--- src/rtl/isa_pkg.sv ---
// Shared ISA constants: mnemonic codes, opcodes, funct values and field packers.
package isa_pkg;

  // Mnemonic codes; must match the control decoder's numbering.
  typedef enum logic [4:0] {
    MnAdd  = 5'd0,  MnSub  = 5'd1,  MnAnd = 5'd2,  MnOr  = 5'd3,
    MnNor  = 5'd4,  MnSll  = 5'd5,  MnSrl = 5'd6,  MnJr  = 5'd7,
    MnAddi = 5'd8,  MnAndi = 5'd9,  MnOri = 5'd10, MnLui = 5'd11,
    MnLw   = 5'd12, MnSw   = 5'd13, MnBeq = 5'd14, MnBne = 5'd15,
    MnJ    = 5'd16, MnJal  = 5'd17
  } mnem_e;

  localparam logic [5:0] OpRtype = 6'h00;
  localparam logic [5:0] OpAddi  = 6'h08;
  localparam logic [5:0] OpAndi  = 6'h0C;
  localparam logic [5:0] OpOri   = 6'h0D;
  localparam logic [5:0] OpLui   = 6'h0F;
  localparam logic [5:0] OpLw    = 6'h23;
  localparam logic [5:0] OpSw    = 6'h2B;
  localparam logic [5:0] OpBeq   = 6'h04;
  localparam logic [5:0] OpBne   = 6'h05;
  localparam logic [5:0] OpJ     = 6'h02;
  localparam logic [5:0] OpJal   = 6'h03;

  localparam logic [5:0] FnAdd = 6'h20;
  localparam logic [5:0] FnSub = 6'h22;
  localparam logic [5:0] FnAnd = 6'h24;
  localparam logic [5:0] FnOr  = 6'h25;
  localparam logic [5:0] FnNor = 6'h27;
  localparam logic [5:0] FnSll = 6'h00;
  localparam logic [5:0] FnSrl = 6'h02;
  localparam logic [5:0] FnJr  = 6'h08;

  function automatic logic [31:0] enc_r(input logic [4:0] rs, input logic [4:0] rt,
                                        input logic [4:0] rd, input logic [4:0] shamt,
                                        input logic [5:0] fn);
    return {OpRtype, rs, rt, rd, shamt, fn};
  endfunction

  function automatic logic [31:0] enc_i(input logic [5:0] op, input logic [4:0] rs,
                                        input logic [4:0] rt, input logic [15:0] imm);
    return {op, rs, rt, imm};
  endfunction

  function automatic logic [31:0] enc_j(input logic [5:0] op, input logic [25:0] tgt);
    return {op, tgt};
  endfunction

endpackage

--- src/rtl/sync_fifo.sv ---
// Single-clock FIFO with synchronous flush; pointers carry a wrap bit for full/empty.
module sync_fifo #(
  parameter int unsigned WIDTH = 32,
  parameter int unsigned DEPTH = 4
) (
  input  logic             clk_i,
  input  logic             rst_ni,
  input  logic             flush_i,
  input  logic             push_i,
  input  logic [WIDTH-1:0] wdata_i,
  input  logic             pop_i,
  output logic [WIDTH-1:0] rdata_o,
  output logic             full_o,
  output logic             empty_o
);

  localparam int unsigned AW = $clog2(DEPTH);

  logic [WIDTH-1:0] mem_q [DEPTH];
  logic [AW:0]      wptr_d, wptr_q, rptr_d, rptr_q;
  logic             push_ok, pop_ok;

  assign empty_o = (wptr_q == rptr_q);
  assign full_o  = (wptr_q[AW] != rptr_q[AW]) && (wptr_q[AW-1:0] == rptr_q[AW-1:0]);
  assign push_ok = push_i & ~full_o & ~flush_i;
  assign pop_ok  = pop_i & ~empty_o & ~flush_i;
  assign rdata_o = mem_q[rptr_q[AW-1:0]];

  // Pointer next-state: flush wins over push/pop.
  always_comb begin
    wptr_d = wptr_q;
    rptr_d = rptr_q;
    if (flush_i) begin
      wptr_d = '0;
      rptr_d = '0;
    end else begin
      if (push_ok) wptr_d = wptr_q + (AW+1)'(1);
      if (pop_ok)  rptr_d = rptr_q + (AW+1)'(1);
    end
  end

  // Pointer registers.
  always_ff @(posedge clk_i or negedge rst_ni) begin
    if (!rst_ni) begin
      wptr_q <= '0;
      rptr_q <= '0;
    end else begin
      wptr_q <= wptr_d;
      rptr_q <= rptr_d;
    end
  end

  // Storage array; contents need no reset since the pointers gate visibility.
  always_ff @(posedge clk_i) begin
    if (push_ok) mem_q[wptr_q[AW-1:0]] <= wdata_i;
  end

endmodule

--- src/rtl/instr_encoder.sv ---
// Encodes instruction descriptors into 32-bit words and streams them to program memory.
module instr_encoder #(
  parameter int unsigned ADDR_W     = 10,
  parameter int unsigned FIFO_DEPTH = 4
) (
  input  logic              clk,
  input  logic              reset,
  input  logic              start,
  input  logic [ADDR_W-1:0] base_addr,
  input  logic              in_valid,
  output logic              in_ready,
  input  logic [4:0]        mnem,
  input  logic [4:0]        rs,
  input  logic [4:0]        rt,
  input  logic [4:0]        rd,
  input  logic [4:0]        shamt,
  input  logic [15:0]       imm,
  input  logic [25:0]       target,
  output logic              mem_we,
  input  logic              mem_ready,
  output logic [ADDR_W-1:0] mem_addr,
  output logic [31:0]       mem_wdata,
  output logic [ADDR_W:0]   count,
  output logic              err
);
  import isa_pkg::*;

  logic [ADDR_W-1:0] addr_d, addr_q;
  logic [ADDR_W:0]   count_d, count_q;
  logic              err_d, err_q;
  logic              rdy_d, rdy_q;
  logic [31:0]       enc_word;
  logic              enc_legal;
  logic              fifo_full, fifo_empty;
  logic              accept, push, pop;

  // rdy_q keeps in_ready low until the first edge after reset release.
  assign in_ready = rdy_q & ~fifo_full & ~start;
  assign accept   = in_valid & in_ready;
  assign push     = accept & enc_legal;
  assign mem_we   = ~fifo_empty;
  assign pop      = mem_we & mem_ready & ~start;
  assign mem_addr = addr_q;
  assign count    = count_q;
  assign err      = err_q;

  // Combinational encoder: field masking per mnemonic, illegal codes flagged.
  always_comb begin
    enc_legal = 1'b1;
    enc_word  = '0;
    case (mnem)
      MnAdd:   enc_word = enc_r(rs, rt, rd, 5'd0, FnAdd);
      MnSub:   enc_word = enc_r(rs, rt, rd, 5'd0, FnSub);
      MnAnd:   enc_word = enc_r(rs, rt, rd, 5'd0, FnAnd);
      MnOr:    enc_word = enc_r(rs, rt, rd, 5'd0, FnOr);
      MnNor:   enc_word = enc_r(rs, rt, rd, 5'd0, FnNor);
      MnSll:   enc_word = enc_r(5'd0, rt, rd, shamt, FnSll);
      MnSrl:   enc_word = enc_r(5'd0, rt, rd, shamt, FnSrl);
      MnJr:    enc_word = enc_r(rs, 5'd0, 5'd0, 5'd0, FnJr);
      MnAddi:  enc_word = enc_i(OpAddi, rs, rt, imm);
      MnAndi:  enc_word = enc_i(OpAndi, rs, rt, imm);
      MnOri:   enc_word = enc_i(OpOri, rs, rt, imm);
      MnLui:   enc_word = enc_i(OpLui, 5'd0, rt, imm);
      MnLw:    enc_word = enc_i(OpLw, rs, rt, imm);
      MnSw:    enc_word = enc_i(OpSw, rs, rt, imm);
      MnBeq:   enc_word = enc_i(OpBeq, rs, rt, imm);
      MnBne:   enc_word = enc_i(OpBne, rs, rt, imm);
      MnJ:     enc_word = enc_j(OpJ, target);
      MnJal:   enc_word = enc_j(OpJal, target);
      default: enc_legal = 1'b0;
    endcase
  end

  // Address/count/error next-state; start overrides completion and accept.
  always_comb begin
    addr_d  = addr_q;
    count_d = count_q;
    err_d   = err_q;
    rdy_d   = 1'b1;
    if (start) begin
      addr_d  = base_addr;
      count_d = '0;
      err_d   = 1'b0;
    end else begin
      if (pop) begin
        addr_d  = addr_q + ADDR_W'(1);
        // MSB set only at the 2^ADDR_W ceiling.
        count_d = count_q[ADDR_W] ? count_q : count_q + (ADDR_W+1)'(1);
      end
      if (accept && !enc_legal) err_d = 1'b1;
    end
  end

  // Control state registers.
  always_ff @(posedge clk or negedge reset) begin
    if (!reset) begin
      addr_q  <= '0;
      count_q <= '0;
      err_q   <= 1'b0;
      rdy_q   <= 1'b0;
    end else begin
      addr_q  <= addr_d;
      count_q <= count_d;
      err_q   <= err_d;
      rdy_q   <= rdy_d;
    end
  end

  sync_fifo #(
    .WIDTH(32),
    .DEPTH(FIFO_DEPTH)
  ) u_fifo (
    .clk_i  (clk),
    .rst_ni (reset),
    .flush_i(start),
    .push_i (push),
    .wdata_i(enc_word),
    .pop_i  (pop),
    .rdata_o(mem_wdata),
    .full_o (fifo_full),
    .empty_o(fifo_empty)
  );

endmodule

--- config.mk ---
export PLATFORM = sky130hd
export DESIGN_NAME = instr_encoder
export DESIGN_NICKNAME = d
export VERILOG_FILES = /design/src/rtl/isa_pkg.sv /design/src/rtl/sync_fifo.sv /design/src/rtl/instr_encoder.sv
export SDC_FILE = /design/constraint.sdc
export NUM_CORES = 1
export LEC_CHECK = 0
export BUFFER_PORTS_ARGS = -buffer_cell sky130_fd_sc_hd__buf_4
export CAP_MARGIN = 0
export CORE_ASPECT_RATIO = 0.75
export CORE_UTILIZATION = 55
export CTS_CLUSTER_SIZE = 8
export DETAILED_ROUTE_END_ITERATION = 10
export PLACE_DENSITY_LB_ADDON = 0.15
export SLEW_MARGIN = 20
export SYNTH_ARGS = -nofsm -noshare
export SYNTH_HDL_FRONTEND = slang
export SYNTH_SLANG_ARGS = --single-unit
--- constraint.sdc ---
create_clock -name clk -period 2.8 [get_ports clk]
set_input_delay 0 -clock clk [delete_from_list [all_inputs] [get_ports clk]]
set_output_delay 0 -clock clk [all_outputs]
set_load 0.05 [all_outputs]
Yosys cells after proc, flatten, opt, wreduce, memory -nomap -nowiden
Memories as Yosys holds them, arrays and structs flattened.
Cells that the tools add are included.
Word-level totals
  memory bits (read-only): 0
  RAM bits: 128
  word-level logic and storage cells: 71
  memories: 1
  register bits after elaboration: 29
  output and inout port bits: 56
  latch bits: 0
Memory list
  u_fifo.mem_q: words 4, bits a word 32, rd ports 1, clocked after memory_dff 0, wr ports 1, RTL line sync_fifo.sv:19  | logic [WIDTH-1:0] mem_q [DEPTH];
Cells by class
  eq/ne operators: 21
  reductions and logical operators: 10
  $add $sub $neg: 4
  shift operators: 0
  $lt $le $gt $ge: 0
  divide/modulo/power cells: 0
  bitwise operators: 13
  multipliers: 0
  muxes and demuxes: 15
Operators by type and width (number)
  32-bit one-hot mux with 18 select lines: 1
  5-bit by 4-bit equality test with 1-bit output (second input constant): 8
  11-bit two-way mux: 3
  5-bit by 3-bit equality test with 1-bit output (second input constant): 4
  10-bit two-way mux: 2
  18-bit OR reduction: 1
  3-bit two-way mux: 4
  11-bit by 1-bit adder with 11-bit output (second input constant): 1
  10-bit by 1-bit adder with 10-bit output (second input constant): 1
  1-bit bitwise AND: 10
  5-bit by 2-bit equality test with 1-bit output (second input constant): 2
  5-bit equality test (second input constant): 2
  2-bit nonzero test: 4
  3-bit by 1-bit adder with 3-bit output (second input constant): 2
  5-bit by 1-bit equality test with 1-bit output (second input constant): 1
  5-bit logical NOT: 1
  1-bit two-way mux: 5
  3-bit equality test: 1
  1-bit inverter: 3
  2-bit equality test: 1
  1-bit logical AND: 2
  2-bit inequality test (second input constant): 1
  2-bit AND reduction: 1
  1-bit logical NOT: 1
  1-bit inequality test: 1

Depth between registers and ports, before layout
Gate-level depths: netlist (run 1).
  depth in word-level cells: 11
  gate-level depth with buffers: 7
  gate-level depth less buffers: 5

Modules after synthesis
From an unflattened synthesis (run 1), not the netlist that was laid out.
Unflattened totals
  cell total of the unflattened synthesis: 454
  area total of the unflattened synthesis: 7029.2 µm²
Modules (own cells, without submodules)
  sync_fifo: cells an instance 231, area an instance 5178.7 µm², times used 1
  instr_encoder: cells an instance 223, area an instance 1850.5 µm², times used 1

Worst setup path after synthesis (run 1)
OpenSTA, ideal clock, no wires.
  kind: register -> register
  from: reg u_fifo.rptr_q[1]
  to: mem u_fifo.mem_q[0][0] (enable)
  cell stages (with the launch flop): 5
  slack: 0.578 ns
  period minus slack after synthesis: 2.222 ns
  library setup time: 0.391 ns
  path buffers: 1
  arrival time: 1.831 ns
  data required time: 2.409 ns
  path through: dfrtp_1 buf_4 xor2_2 o31a_1 and3_1
On the way
  word-level cells in the longest chain between the ends: 11
RTL lines
  from (decl): RTL line sync_fifo.sv:20  | logic [AW:0] wptr_d, wptr_q, rptr_d, rptr_q;
  from (signal assigned): RTL line sync_fifo.sv:49  | rptr_q <= rptr_d;
  2-bit equality test (*): RTL line sync_fifo.sv:24  | assign full_o = (wptr_q[AW] != rptr_q[AW]) && (wptr_q[AW-1:0] == rptr_q[AW-1:0]);
  1-bit logical AND (*): RTL line sync_fifo.sv:24
  1-bit inverter (*): RTL line sync_fifo.sv:25, instr_encoder.sv:38
  1-bit bitwise AND (2 in a row): RTL line instr_encoder.sv:38  | assign in_ready = rdy_q & ~fifo_full & ~start;
  1-bit bitwise AND: RTL line instr_encoder.sv:39  | assign accept = in_valid & in_ready;
  1-bit bitwise AND: RTL line instr_encoder.sv:40  | assign push = accept & enc_legal;
  1-bit bitwise AND (*) (2 in a row): RTL line sync_fifo.sv:25  | assign push_ok = push_i & ~full_o & ~flush_i;
  1-bit two-way mux (*): RTL line sync_fifo.sv:55  | if (push_ok) mem_q[wptr_q[AW-1:0]] <= wdata_i;
  1-bit two-way mux (implied by the code) (*): RTL line sync_fifo.sv:55
  to (decl): RTL line sync_fifo.sv:19
Mark *: on every way between the ends. The rest lies on a longest branch, timed or not.

Worst setup path in the final report (run 1)
  from: reg u_fifo.rptr_q[0]
  to: out mem_wdata[28]
On the way
  word-level cells in the longest chain between the ends: 1
RTL lines
  memory read 4 x 32 bit
  to (decl): RTL line instr_encoder.sv:22  | output logic [31:0] mem_wdata,
Every way passes these cells.

==> impl_metrics.sql, run 1 <==
INSERT INTO impl_metrics (metric_group, metric, value, unit) VALUES
('yosys', 'synth_edf_count', '124', ''),
('detailed_routing', 'avgRoutedWirePerCell', '19.5', 'um'),
('timing', 'hold_viol_final', '0', ''),
('clocking', 'cts_tree', 'done', ''),
('grt', 'via_count_of_the_first_global_routing_pass', '4701', ''),
('timing', 'max-slew-margin-rel', '49.6', '%'),
('yosys', 'async_reset_ff_share', '19.0', '%'),
('grt', 'global_route_wire_length_before_repair', '24700', 'um'),
('cells_and_area', 'layout.filler_cells', '702', ''),
('place', 'port_buffers', '136', ''),
('clocking', 'cts.repair_timing.setup_buffer_count', '0', ''),
('yosys', 'synth.area.top_cells', 'sky130_fd_sc_hd__edfxtp_1 (56%), sky130_fd_sc_hd__dfrtp_1 (11%), sky130_fd_sc_hd__mux4_2 (10%)', ''),
('yosys', 'synthesis.area_per_instance', '15.7', 'um^2'),
('timing', 'worst_slew_pin_slew', '0.750', 'ns'),
('detailed_routing', 'postRouteWirelength', '15600', 'um'),
('critical_path', 'worst_path_maximum_fanout', '34', ''),
('critical_path', 'start_kind', 'register', ''),
('critical_path', 'r2r_start', 'u_fifo.wptr_q[1]', ''),
('cells_and_area', 'post_route_non_filler_standard_cell_count', '799', ''),
('detailed_routing', 'remaining_drc_errors', '0', ''),
('detailed_routing', 'postRouteAntennaNets', '0', ''),
('grt', 'initial_antenna_violation_count', '0', ''),
('grt', 'grt_use_total', '26.6', '%'),
('yosys', 'synth_area', '6700', 'um^2'),
('job', 'drv_cap', '0', ''),
('critical_path', 'slowest_stage', 'sky130_fd_sc_hd__mux4_2', ''),
('hold_path', 'min_from', 'target[17]', ''),
('clocking', 'cts-htree-levels', '4', ''),
('place', 'dp_hpwl', '9350', 'um'),
('floorplan', 'die_width', '129', 'um'),
('yosys', 'synth.ff_latch_count', '153', ''),
('clocking', 'ctsLongestPathBuffers', '2', ''),
('critical_path', 'r2r.worst_path.cells', '6', ''),
('timing', 'final.period_utilization', '80.0', '%'),
('power_and_ir_drop', 'max-vdd-ir-drop', '575', 'uV'),
('hold_path', 'holdCritPathClass', 'in2reg', ''),
('hold_path', 'hold_path_end', 'u_fifo.mem_q[0][17]', ''),
('detailed_routing', 'routed-via-count', '4624', ''),
('yosys', 'yosys_most_used_dff', 'sky130_fd_sc_hd__edfxtp_1', ''),
('timing', 'slew_viol_final', '0', ''),
('grt', 'grt_overflow_total', '0', ''),
('power_and_ir_drop', 'power.density_cell_area', '641', 'nW/um^2'),
('hold_path', 'min_path_cells', '2', ''),
('yosys', 'syn-num-nets', '516', ''),
('detailed_routing', 'first_pass_iters', '5', ''),
('outcome', 'result_of_the_run', 'finished, final reports clean', ''),
('cells_and_area', 'fin_nets', '713', ''),
('critical_path', 'critical-path-max-stage-delay', '0.64', 'ns'),
('critical_path', 'critical_path.reg2reg.endpoint', 'count[1]', ''),
('place', 'place.gp.congestion', '0.808', ''),
('timing', 'finalSetupViolCount', '0', ''),
('clocking', 'clkSlewWorstSetupHoldPaths', '0.07', 'ns'),
('yosys', 'synth.cells.most_frequent', 'sky130_fd_sc_hd__edfxtp_1 (124), sky130_fd_sc_hd__mux4_2 (31), sky130_fd_sc_hd__dfrtp_1 (29)', ''),
('yosys', 'post-synth-top-area-fraction', '55.6', '%'),
('clocking', 'cts.sinks', '153', ''),
('critical_path', 'critical_path_arrival', '2.24', 'ns'),
('timing', 'grt_setup_unrepaired', 'no', ''),
('yosys', 'largest_area_contributor_in_the_synthesized_netlist', 'sky130_fd_sc_hd__edfxtp_1', ''),
('floorplan', 'dieHeight', '97.6', 'um'),
('power_and_ir_drop', 'p_leak', '3.56', 'nW'),
('yosys', 'number_of_instances_in_the_synthesized_netlist', '427', ''),
('clocking', 'cts-resized-gates', '0', ''),
('timing', 'fmax', '0.446', 'GHz'),
('critical_path', 'setup.worst_path.end_class', 'primary output', ''),
('yosys', 'yosys.cell_types.count', '47', ''),
('detailed_routing', 'viasPerCell', '5.79', ''),
('critical_path', 'timing.reg2reg.setup_slack', '0.68', 'ns'),
('yosys', 'yosysWarnings', '0', ''),
('place', 'place_inst', '711', ''),
('timing', 'timing.clock.skew', '0.0165', 'ns'),
('detailed_routing', 'first_iter_violations', '379', '');
worst max-delay path, delay by kind of cell (launching register included):
kind	cells	cell delay (ns)
DFF	1	0.39
buffers and inverters	2	0.78
muxes	1	0.64
metal layers:
metal	up-vias	global-route usage, %	share of wire [%]
met3	10	6.39	6.0
met2	169	42.1	49
met5	-	0	0
met4	0	6.89	0.84
met1	2346	37.4	45
li1	2099	-	-
how the worst max path moves through the flow:
stage	from	endpoint	slack (ns)	depth (start not counted)
final	u_fifo.rptr_q[0]	mem_wdata[28]	0.56	3
after global routing	u_fifo.rptr_q[0]	mem_wdata[28]	0.44	3
after CTS	u_fifo.rptr_q[0]	mem_wdata[28]	0.52	3
after detailed placement	u_fifo.wptr_q[1]	u_fifo.mem_q[3][2]	0.68	5
after global placement	u_fifo.wptr_q[1]	u_fifo.mem_q[3][8]	0.77	5
after floorplan	u_fifo.rptr_q[1]	u_fifo.mem_q[0][0]	0.58	4
logic make-up (layout without fill, tap and decap cells):
kind of cell / Yosys count / count (layout) / share of synthesized area (%)
other cells: 2 / 2 / 0.112
xor+xnor: 12 / 12 / 1.79
fa+ha+maj: 7 / 7 / 1.31
simple gates: 94 / 94 / 7.70
buf+inv: 37 / 247 / 2.39
flops: 153 / 153 / 66.4
mux: 39 / 39 / 11.6
compound gates: 83 / 83 / 8.65
where the power goes:
part           switching [mW]  total (mW)  internal, mW
Combinational           0.541       0.917         0.376
Sequential             0.0352        2.54          2.51
Clock                   0.880        2.37          1.49
Total                    1.46        5.83          4.37
state kept, by name, indices dropped and copies added (netlist names):
name	cells
u_fifo.mem_q	124
count	11
mem_addr	10
u_fifo.rptr_q	3
u_fifo.wptr_q	3
err	1
rdy_q	1
final cells by class:
| class | instances | area (um^2) | share of cell area (%) |
|---|---|---|---|
| Clock inverter | 5 | 38.8 | 0.427 |
| Inverter | 13 | 48.8 | 0.537 |
| Sequential cell | 153 | 4450 | 49.0 |
| Timing Repair Buffer | 202 | 1660 | 18.2 |
| Multi-Input combinational cell | 237 | 2090 | 23.0 |
| Tap cell | 162 | 203 | 2.23 |
| Clock buffer | 27 | 601 | 6.61 |
cell usage in the layout, fill, tap and decap left out, types with 4 or more instances in the layout:
cell and instances:
sky130_fd_sc_hd__buf_4 146, sky130_fd_sc_hd__edfxtp_1 124, sky130_fd_sc_hd__dlygate4sd3_1 56, sky130_fd_sc_hd__mux4_2 31, sky130_fd_sc_hd__dfrtp_1 27, sky130_fd_sc_hd__clkbuf_16 23, sky130_fd_sc_hd__nand2_1 21, sky130_fd_sc_hd__a22o_1 16
sky130_fd_sc_hd__a21oi_1 15, sky130_fd_sc_hd__o21ai_0 15, sky130_fd_sc_hd__inv_1 13, sky130_fd_sc_hd__nor2_1 12, sky130_fd_sc_hd__or4_1 11, sky130_fd_sc_hd__nand3_1 9, sky130_fd_sc_hd__o31ai_1 9, sky130_fd_sc_hd__nand4_1 8
sky130_fd_sc_hd__mux2i_1 7, sky130_fd_sc_hd__ha_1 7, sky130_fd_sc_hd__a31oi_1 6, sky130_fd_sc_hd__xor2_1 5, sky130_fd_sc_hd__a222oi_1 5, sky130_fd_sc_hd__a21o_1 5, sky130_fd_sc_hd__and2_1 5, sky130_fd_sc_hd__xnor2_1 5
sky130_fd_sc_hd__or3_1 5, sky130_fd_sc_hd__nand2b_1 4, sky130_fd_sc_hd__nor2b_1 4, sky130_fd_sc_hd__o211ai_1 4
per-stage QoR:
step                      total power [mW]  instance area (um^2)  worst slack, ns  hold slack (ns)
after floorplan                       3.14                  6700            0.578           -0.296
after global placement                3.42                  7890            0.774          -0.0545
after detailed placement              3.44                  7890            0.681          -0.0484
after CTS                             5.85                  9090            0.515         0.000876
after global routing                  6.01                  9090            0.441           0.0150
final                                 5.83                  9090            0.559           0.0151
No activity file was read; power rests on OpenSTA's default activity.
==> run 2, diff against run 1 <==
CORE_UTILIZATION = 49   (was 55)
clock period = 1.9 ns   (was 2.8 ns; I/O delays follow)
==> run 2 against run 1 <==
The run now ends with setup timing left. Global-route usage down 3.1 points. Final cell count up 3.4%. Non-clock buffer count up 18. Combinational power up 60%. Critical path depth up 2. Sequential cell count unchanged. Clock-buffer cell count down 9. Register-to-register slack worse by 0.69 ns. Clock skew down 0.0082 ns. First-iteration DRC count down 21%. Worst setup slack worse by 0.57 ns. Critical path type is now reg2reg.
==> impl_metrics.sql, run 2 (synthesis gave the netlist of run 1 again) <==
INSERT INTO impl_metrics (metric_group, metric, value, unit) VALUES
('outcome', 'result_of_the_run', 'finished with violations', ''),
('outcome', 'failing_checks', 'setup timing', ''),
('grt', 'initial_antenna_violation_count', '0', ''),
('power_and_ir_drop', 'p_switching', '2.22', 'mW'),
('critical_path', 'setup.worst_path.end_class', 'register', ''),
('power_and_ir_drop', 'combPwrFrac', '17.0', '%'),
('cells_and_area', 'layout-drive-gt1-share', '38.0', '%'),
('power_and_ir_drop', 'p_leak', '3.67', 'nW'),
('place', 'preCtsSetupSlack', '0.0488', 'ns'),
('clocking', 'cts_tree', 'done', ''),
('clocking', 'clkLatencyLatePin', '0.41', 'ns'),
('timing', 'fin_ws', '-0.0104', 'ns'),
('critical_path', 'slowest_stage', 'sky130_fd_sc_hd__dfrtp_2', ''),
('place', 'port_buffers', '136', ''),
('timing', 'final.period_utilization', '101', '%'),
('grt', 'via_count_of_the_first_global_routing_pass', '4461', ''),
('clocking', 'ctsLongestPathBuffers', '2', ''),
('floorplan', 'dieHeight', '103', 'um'),
('detailed_routing', 'routed-via-count', '4721', ''),
('grt', 'maximum_number_of_pins_on_one_net_before_global_route_repair', '35', ''),
('clocking', 'cts-htree-levels', '4', ''),
('critical_path', 'start_kind', 'register', ''),
('cells_and_area', 'largest_register_ff_count', '124', ''),
('timing', 'slew_viol_final', '0', ''),
('detailed_routing', 'postRouteAntennaNets', '0', ''),
('floorplan', 'die-area', '14100', 'um^2'),
('timing', 'timing.clock.skew', '0.00831', 'ns'),
('grt', 'global_route_wire_length_before_repair', '23900', 'um'),
('floorplan', 'placementRows', '36', ''),
('cells_and_area', 'final_common_cell', 'sky130_fd_sc_hd__buf_4', ''),
('hold_path', 'holdCritPathClass', 'in2reg', ''),
('power_and_ir_drop', 'intPower', '6.41', 'mW'),
('critical_path', 'worst-setup-path-type', 'reg2reg', ''),
('power_and_ir_drop', 'power.density_cell_area', '915', 'nW/um^2'),
('clocking', 'tritoncts.num_buffers', '17', ''),
('critical_path', 'critical_path.cell_chain', 'xor2_2, o31a_1, nand4_1, clkinvlp_4, buf_12', ''),
('timing', 'fmax', '0.523', 'GHz'),
('cells_and_area', 'multi_input_area', '2130', 'um^2'),
('floorplan', 'design.portCount', '138', ''),
('critical_path', 'critical-path-max-stage-delay', '0.42', 'ns'),
('cells_and_area', 'seqCellArea', '4450', 'um^2'),
('clocking', 'cts.sinks', '153', ''),
('place', 'placed_cell_area', '8080', 'um^2'),
('timing', 'max-slew-margin-rel', '44.8', '%'),
('grt', 'grt_overflow_total', '0', ''),
('timing', 'grt_setup_unrepaired', 'yes', ''),
('floorplan', 'floorplan.core_area', '13200', 'um^2'),
('grt', 'grt_use_total', '23.5', '%'),
('place', 'dp_hpwl', '9790', 'um'),
('job', 'drv_cap', '0', ''),
('cells_and_area', 'post-route-cell-area', '9440', 'um^2'),
('floorplan', 'die_width', '137', 'um'),
('power_and_ir_drop', 'max-vdd-ir-drop', '776', 'uV'),
('detailed_routing', 'remaining_drc_errors', '0', ''),
('timing', 'hold_viol_final', '0', ''),
('cells_and_area', 'insertedDiodeCount', '0', ''),
('clocking', 'clock_tree.root_cell', 'sky130_fd_sc_hd__clkbuf_16', ''),
('power_and_ir_drop', 'clock_power_share', '39.5', '%'),
('cells_and_area', 'final_core_util', '71.8', '%'),
('critical_path', 'required', '2.01', 'ns'),
('floorplan', 'initial_utilization', '50.9', '%'),
('timing', 'finalSetupViolCount', '18', ''),
('place', 'place.gp.congestion', '0.787', ''),
('power_and_ir_drop', 'power.share.switching', '25.8', '%'),
('detailed_routing', 'postRouteWirelength', '16300', 'um'),
('detailed_routing', 'first_iter_violations', '298', ''),
('power_and_ir_drop', 'seqPwrFrac', '43.5', '%'),
('critical_path', 'critical_path_arrival', '2.02', 'ns'),
('cells_and_area', 'layout.filler_cells', '889', ''),
('timing', 'worst_slew_pin_slew', '0.826', 'ns'),
('clocking', 'clkSlewWorstSetupHoldPaths', '0.06', 'ns'),
('detailed_routing', 'first_pass_iters', '5', ''),
('detailed_routing', 'viasPerCell', '5.72', ''),
('critical_path', 'worst_path_maximum_fanout', '28', ''),
('cells_and_area', 'area_growth_syn_to_layout', '40.9', '%'),
('detailed_routing', 'avgRoutedWirePerCell', '19.8', 'um'),
('cells_and_area', 'fin_nets', '731', ''),
('cells_and_area', 'most_frequent_cells_in_the_layout', 'sky130_fd_sc_hd__buf_4 (138), sky130_fd_sc_hd__edfxtp_1 (124), sky130_fd_sc_hd__dlygate4sd3_1 (53), sky130_fd_sc_hd__mux4_2 (31), sky130_fd_sc_hd__dfrtp_1 (27)', ''),
('timing', 'final.min_clock_period', '1.91', 'ns');
## run 2: cell types whose count changed in the layout (fill, tap and decap cells not counted), sizes merged
cell and change:
buf +19, bufinv +3, clkbuf -7, clkinv +3, clkinvlp +3, dlygate4sd3 -3
## run 2: power groups by stage
stage | registers (mW) | logic (mW) | clock network [mW]
after floorplan | 3.90 | 0.740 | 0
after global placement | 3.81 | 1.28 | 0
after detailed placement | 3.82 | 1.30 | 0
after CTS | 3.75 | 1.46 | 3.45
after global routing | 3.76 | 1.55 | 3.59
final | 3.75 | 1.47 | 3.41
## run 2: worst paths after layout
check                      depth (start not counted)  slack [ns]              from             endpoint
max reg2reg                                        5       -0.01  u_fifo.rptr_q[1]  u_fifo.mem_q[3][18]
min in group asynchronous                          2        0.05             reset          mem_addr[2]
min                                                3        0.02         target[6]   u_fifo.mem_q[2][6]
min reg2reg                                        1        0.54  u_fifo.wptr_q[2]     u_fifo.wptr_q[2]
max                                                5       -0.01  u_fifo.rptr_q[1]  u_fifo.mem_q[3][18]
max in group asynchronous                          2        1.55             reset     u_fifo.rptr_q[0]
## run 2: routing by layer
metal  global-route usage [%]  share of wire (%)  routed length [um]  vias up
li1                         -                  -                   -     2142
met1                     34.8                 46                7470     2357
met2                     34.8                 46                7560      208
met3                     5.31                7.0                1150       14
met4                     7.52               0.94                 153        0
met5                        0                  0                   0        -
## run 2: area by class of cell
class | count | area share, %
Multi-Input combinational cell | 237 | 22.5
Inverter | 13 | 0.557
Sequential cell | 153 | 47.2
Clock buffer | 18 | 4.55
Clock inverter | 14 | 1.84
Timing Repair Buffer | 220 | 21.1
Tap cell | 171 | 2.27
## run 2: critical path, delay by kind of cell (launching register included)
family	cells	cell delay, ns
AOI/OAI and AO/OA	1	0.32
xor gates and xnor gates	1	0.26
buffers and inverters	2	0.37
DFF	1	0.42
and+or+nand+nor	1	0.21
## run 2: timing repair
action / 4_1_cts / 5_1_grt
buffers inserted: 1 / 3
resized for setup: 20 / 9
hold buffers: 53 / 0
pin swaps: 1 / 3
cloned: 1 / 3
setup endpoints to repair: 32 / 125
hold endpoints to repair: 138 / 0
## run 2: stage by stage
stage	hold WS, ns	std cells	total power [mW]	TNS [ns]
after floorplan	-0.296	427	4.64	-4.54
after global placement	-0.0496	733	5.09	0
after detailed placement	-0.0501	733	5.11	0
after CTS	0.00352	820	8.66	-0.298
after global routing	0.0239	826	8.91	-5.93
final	0.0213	826	8.63	-0.135
==> run 3, diff against run 2 <==
PLACE_DENSITY = 0.75   (was not set)
PLACE_DENSITY_LB_ADDON = not set   (was 0.15)
==> run 3 against run 2 <==
The flow still finishes with violations (setup timing). Total power is 1.6% lower. Clock-buffer cell count unchanged. Global-route usage increased by 1.4 points. Highest routed layer unchanged. Cell area increased by 1.0%. Die area unchanged. Core utilization increased by 0.72 points. Largest cell class unchanged. Worst setup slack worse by 0.0045 ns. Clock power decreased by 7.0%. Routed wire length is 6.1% higher. Non-clock buffer count up 8. Via count up 3.6%. Fmax down 0.23%.
==> impl_metrics.sql, run 3 (synthesis gave the netlist of run 1 again) <==
INSERT INTO impl_metrics (metric_group, metric, value, unit) VALUES
('grt', 'grt_use_total', '24.9', '%'),
('timing', 'final.period_utilization', '101', '%'),
('grt', 'via_count_of_the_first_global_routing_pass', '4708', ''),
('hold_path', 'min_from', 'target[9]', ''),
('clocking', 'cts_tree', 'done', ''),
('detailed_routing', 'routed-via-count', '4889', ''),
('floorplan', 'die-area', '14100', 'um^2'),
('detailed_routing', 'avgRoutedWirePerCell', '20.8', 'um'),
('critical_path', 'setup.worst_path.end_class', 'primary output', ''),
('grt', 'global_route_wire_length_before_repair', '25100', 'um'),
('clocking', 'clock_tree.root_cell', 'sky130_fd_sc_hd__clkbuf_16', ''),
('floorplan', 'die_width', '137', 'um'),
('clocking', 'clkSlewWorstSetupHoldPaths', '0.06', 'ns'),
('place', 'dp_hpwl', '9700', 'um'),
('floorplan', 'initial_utilization', '50.9', '%'),
('detailed_routing', 'first_iter_violations', '391', ''),
('power_and_ir_drop', 'power', '8.49', 'mW'),
('power_and_ir_drop', 'max-vdd-ir-drop', '697', 'uV'),
('detailed_routing', 'postRouteWirelength', '17300', 'um'),
('timing', 'worst_slew_pin_slew', '0.883', 'ns'),
('hold_path', 'hold_path_end', 'u_fifo.mem_q[2][9]', ''),
('place', 'port_buffers', '136', ''),
('power_and_ir_drop', 'p_leak', '3.69', 'nW'),
('clocking', 'cts.sinks', '153', ''),
('clocking', 'tritoncts.num_buffers', '17', ''),
('clocking', 'clkLatencyLatePin', '0.43', 'ns'),
('critical_path', 'timing.reg2reg.setup_slack', '0.03', 'ns'),
('timing', 'timing.clock.skew', '0.00942', 'ns'),
('floorplan', 'placementRows', '36', ''),
('detailed_routing', 'remaining_drc_errors', '0', ''),
('grt', 'initial_antenna_violation_count', '0', ''),
('outcome', 'result_of_the_run', 'finished with violations', ''),
('timing', 'grt_setup_unrepaired', 'yes', ''),
('job', 'drv_cap', '0', ''),
('grt', 'maximum_number_of_pins_on_one_net_before_global_route_repair', '35', ''),
('critical_path', 'r2r.worst_path.cells', '6', ''),
('floorplan', 'dieHeight', '103', 'um'),
('critical_path', 'worst_path_maximum_fanout', '5', ''),
('timing', 'hold_viol_final', '0', ''),
('detailed_routing', 'first_pass_iters', '8', ''),
('cells_and_area', 'fin_nets', '739', ''),
('place', 'place.gp.congestion', '0.831', ''),
('timing', 'fmax', '0.522', 'GHz'),
('cells_and_area', 'largest_register_ff_count', '124', ''),
('floorplan', 'floorplan.core_area', '13200', 'um^2'),
('timing', 'final.min_clock_period', '1.91', 'ns'),
('critical_path', 'worst-setup-path-type', 'reg2out', ''),
('cells_and_area', 'layout-drive-gt1-share', '36.3', '%'),
('critical_path', 'start_kind', 'register', ''),
('hold_path', 'holdCritPathClass', 'in2reg', ''),
('cells_and_area', 'insertedDiodeCount', '0', ''),
('critical_path', 'required', '1.90', 'ns'),
('timing', 'fin_ws', '-0.0149', 'ns'),
('critical_path', 'critical_path_arrival', '1.91', 'ns'),
('critical_path', 'critical_path.reg2reg.endpoint', 'u_fifo.wptr_q[0]', ''),
('cells_and_area', 'final_common_cell', 'sky130_fd_sc_hd__edfxtp_1', ''),
('grt', 'grt_overflow_total', '0', ''),
('detailed_routing', 'viasPerCell', '5.86', ''),
('detailed_routing', 'postRouteAntennaNets', '0', ''),
('hold_path', 'min_path_cells', '3', ''),
('timing', 'slew_viol_final', '0', ''),
('critical_path', 'r2r_start', 'u_fifo.rptr_q[0]', ''),
('clocking', 'cts-htree-levels', '4', ''),
('outcome', 'failing_checks', 'setup timing', ''),
('cells_and_area', 'most_frequent_cells_in_the_layout', 'sky130_fd_sc_hd__edfxtp_1 (124), sky130_fd_sc_hd__buf_4 (120), sky130_fd_sc_hd__dlygate4sd3_1 (65), sky130_fd_sc_hd__buf_6 (33), sky130_fd_sc_hd__mux4_2 (31)', ''),
('timing', 'finalSetupViolCount', '4', ''),
('timing', 'max-slew-margin-rel', '40.7', '%'),
('floorplan', 'design.portCount', '138', ''),
('timing', 'tns', '-0.0408', 'ns'),
('power_and_ir_drop', 'power.density_cell_area', '891', 'nW/um^2'),
('cells_and_area', 'area_growth_syn_to_layout', '42.3', '%'),
('clocking', 'ctsLongestPathBuffers', '2', '');
run 3: cell types whose count changed in the layout (fill, tap and decap cells not counted), moves of 2 or more:
cell	before	now
sky130_fd_sc_hd__buf_4	138	120
sky130_fd_sc_hd__buf_6	19	33
sky130_fd_sc_hd__dlygate4sd3_1	53	65
sky130_fd_sc_hd__a21oi_1	12	15
sky130_fd_sc_hd__a21oi_2	3	0
sky130_fd_sc_hd__clkinv_4	3	6
sky130_fd_sc_hd__and3_2	1	3
sky130_fd_sc_hd__and3_4	2	0
sky130_fd_sc_hd__bufinv_16	3	1
sky130_fd_sc_hd__clkbuf_16	19	17
sky130_fd_sc_hd__clkinv_1	0	2
sky130_fd_sc_hd__clkinvlp_4	4	2
sky130_fd_sc_hd__xor2_2	2	0
sky130_fd_sc_hd__xor2_4	0	2
run 3: how the worst max path moves through the flow:
stage                           startpoint             endpoint  slack (ns)  depth (start not counted)
after global routing      u_fifo.rptr_q[0]             in_ready       -0.08                          5
after CTS                 u_fifo.rptr_q[0]             in_ready       -0.03                          5
after global placement    u_fifo.rptr_q[0]  u_fifo.mem_q[3][16]        0.14                          5
after floorplan           u_fifo.rptr_q[0]   u_fifo.mem_q[3][0]       -0.15                          5
final                     u_fifo.rptr_q[0]             in_ready       -0.01                          5
after detailed placement           mnem[3]  u_fifo.mem_q[3][20]        0.06                          4
run 3: routing by layer:
layer / vias up / GRT usage [%] / share of wire, %
li1: 2155 / - / -
met3: 34 / 7.12 / 7.4
met4: 0 / 10.6 / 2.0
met1: 2454 / 32.3 / 41
met2: 246 / 40.0 / 50
met5: - / 0 / 0
run 3: timing repair:
action | in CTS | in global routing
pin swaps | 1 | 3
endpoints found under the setup margin | 32 | 55
gates resized for setup | 14 | 28
cloned | 2 | 0
hold buffers | 65 | 0
hold endpoints to repair | 154 | 0
setup buffers | 3 | 3
run 3: layout make-up:
cell class,count,area (um^2)
Inverter,13,52.6
Fill cell,808,3620
Sequential cell,153,4450
Tap cell,171,214
Clock inverter,14,125
Timing Repair Buffer,228,2130
Clock buffer,18,429
Multi-Input combinational cell,237,2130
run 3: worst max-delay path, stage by stage, from the launching register on:
cell	delay, ns
sky130_fd_sc_hd__dfrtp_2	0.48
sky130_fd_sc_hd__xor2_4	0.19
sky130_fd_sc_hd__o31a_1	0.38
sky130_fd_sc_hd__buf_6	0.15
sky130_fd_sc_hd__and2_4	0.15
sky130_fd_sc_hd__buf_6	0.14
run 3: per-stage QoR:
| step | util, % | hold WS [ns] | instance area (um^2) | setup slack (ns) | instances |
|---|---|---|---|---|---|
| 3_3_place_gp | 61.2 | -0.0575 | 8050 | 0.140 | 729 |
| 3_5_place_dp | 61.2 | -0.0534 | 8050 | 0.0550 | 729 |
| 2_1_floorplan | - | -0.296 | 6710 | -0.146 | 427 |
| 6_report | 72.5 | 0.0303 | 9540 | -0.0149 | 834 |
| 4_1_cts | 71.4 | 0.00825 | 9390 | -0.0264 | 831 |
| 5_1_grt | 72.5 | 0.0260 | 9540 | -0.0782 | 834 |
run 3: report_power, final:
group	switching (mW)	internal [mW]	total (mW)	leakage, nW
combinational	0.863	0.703	1.57	1.90
sequential	0.0584	3.70	3.76	1.52
clock	1.37	1.80	3.17	0.270
total	2.29	6.20	8.49	3.69
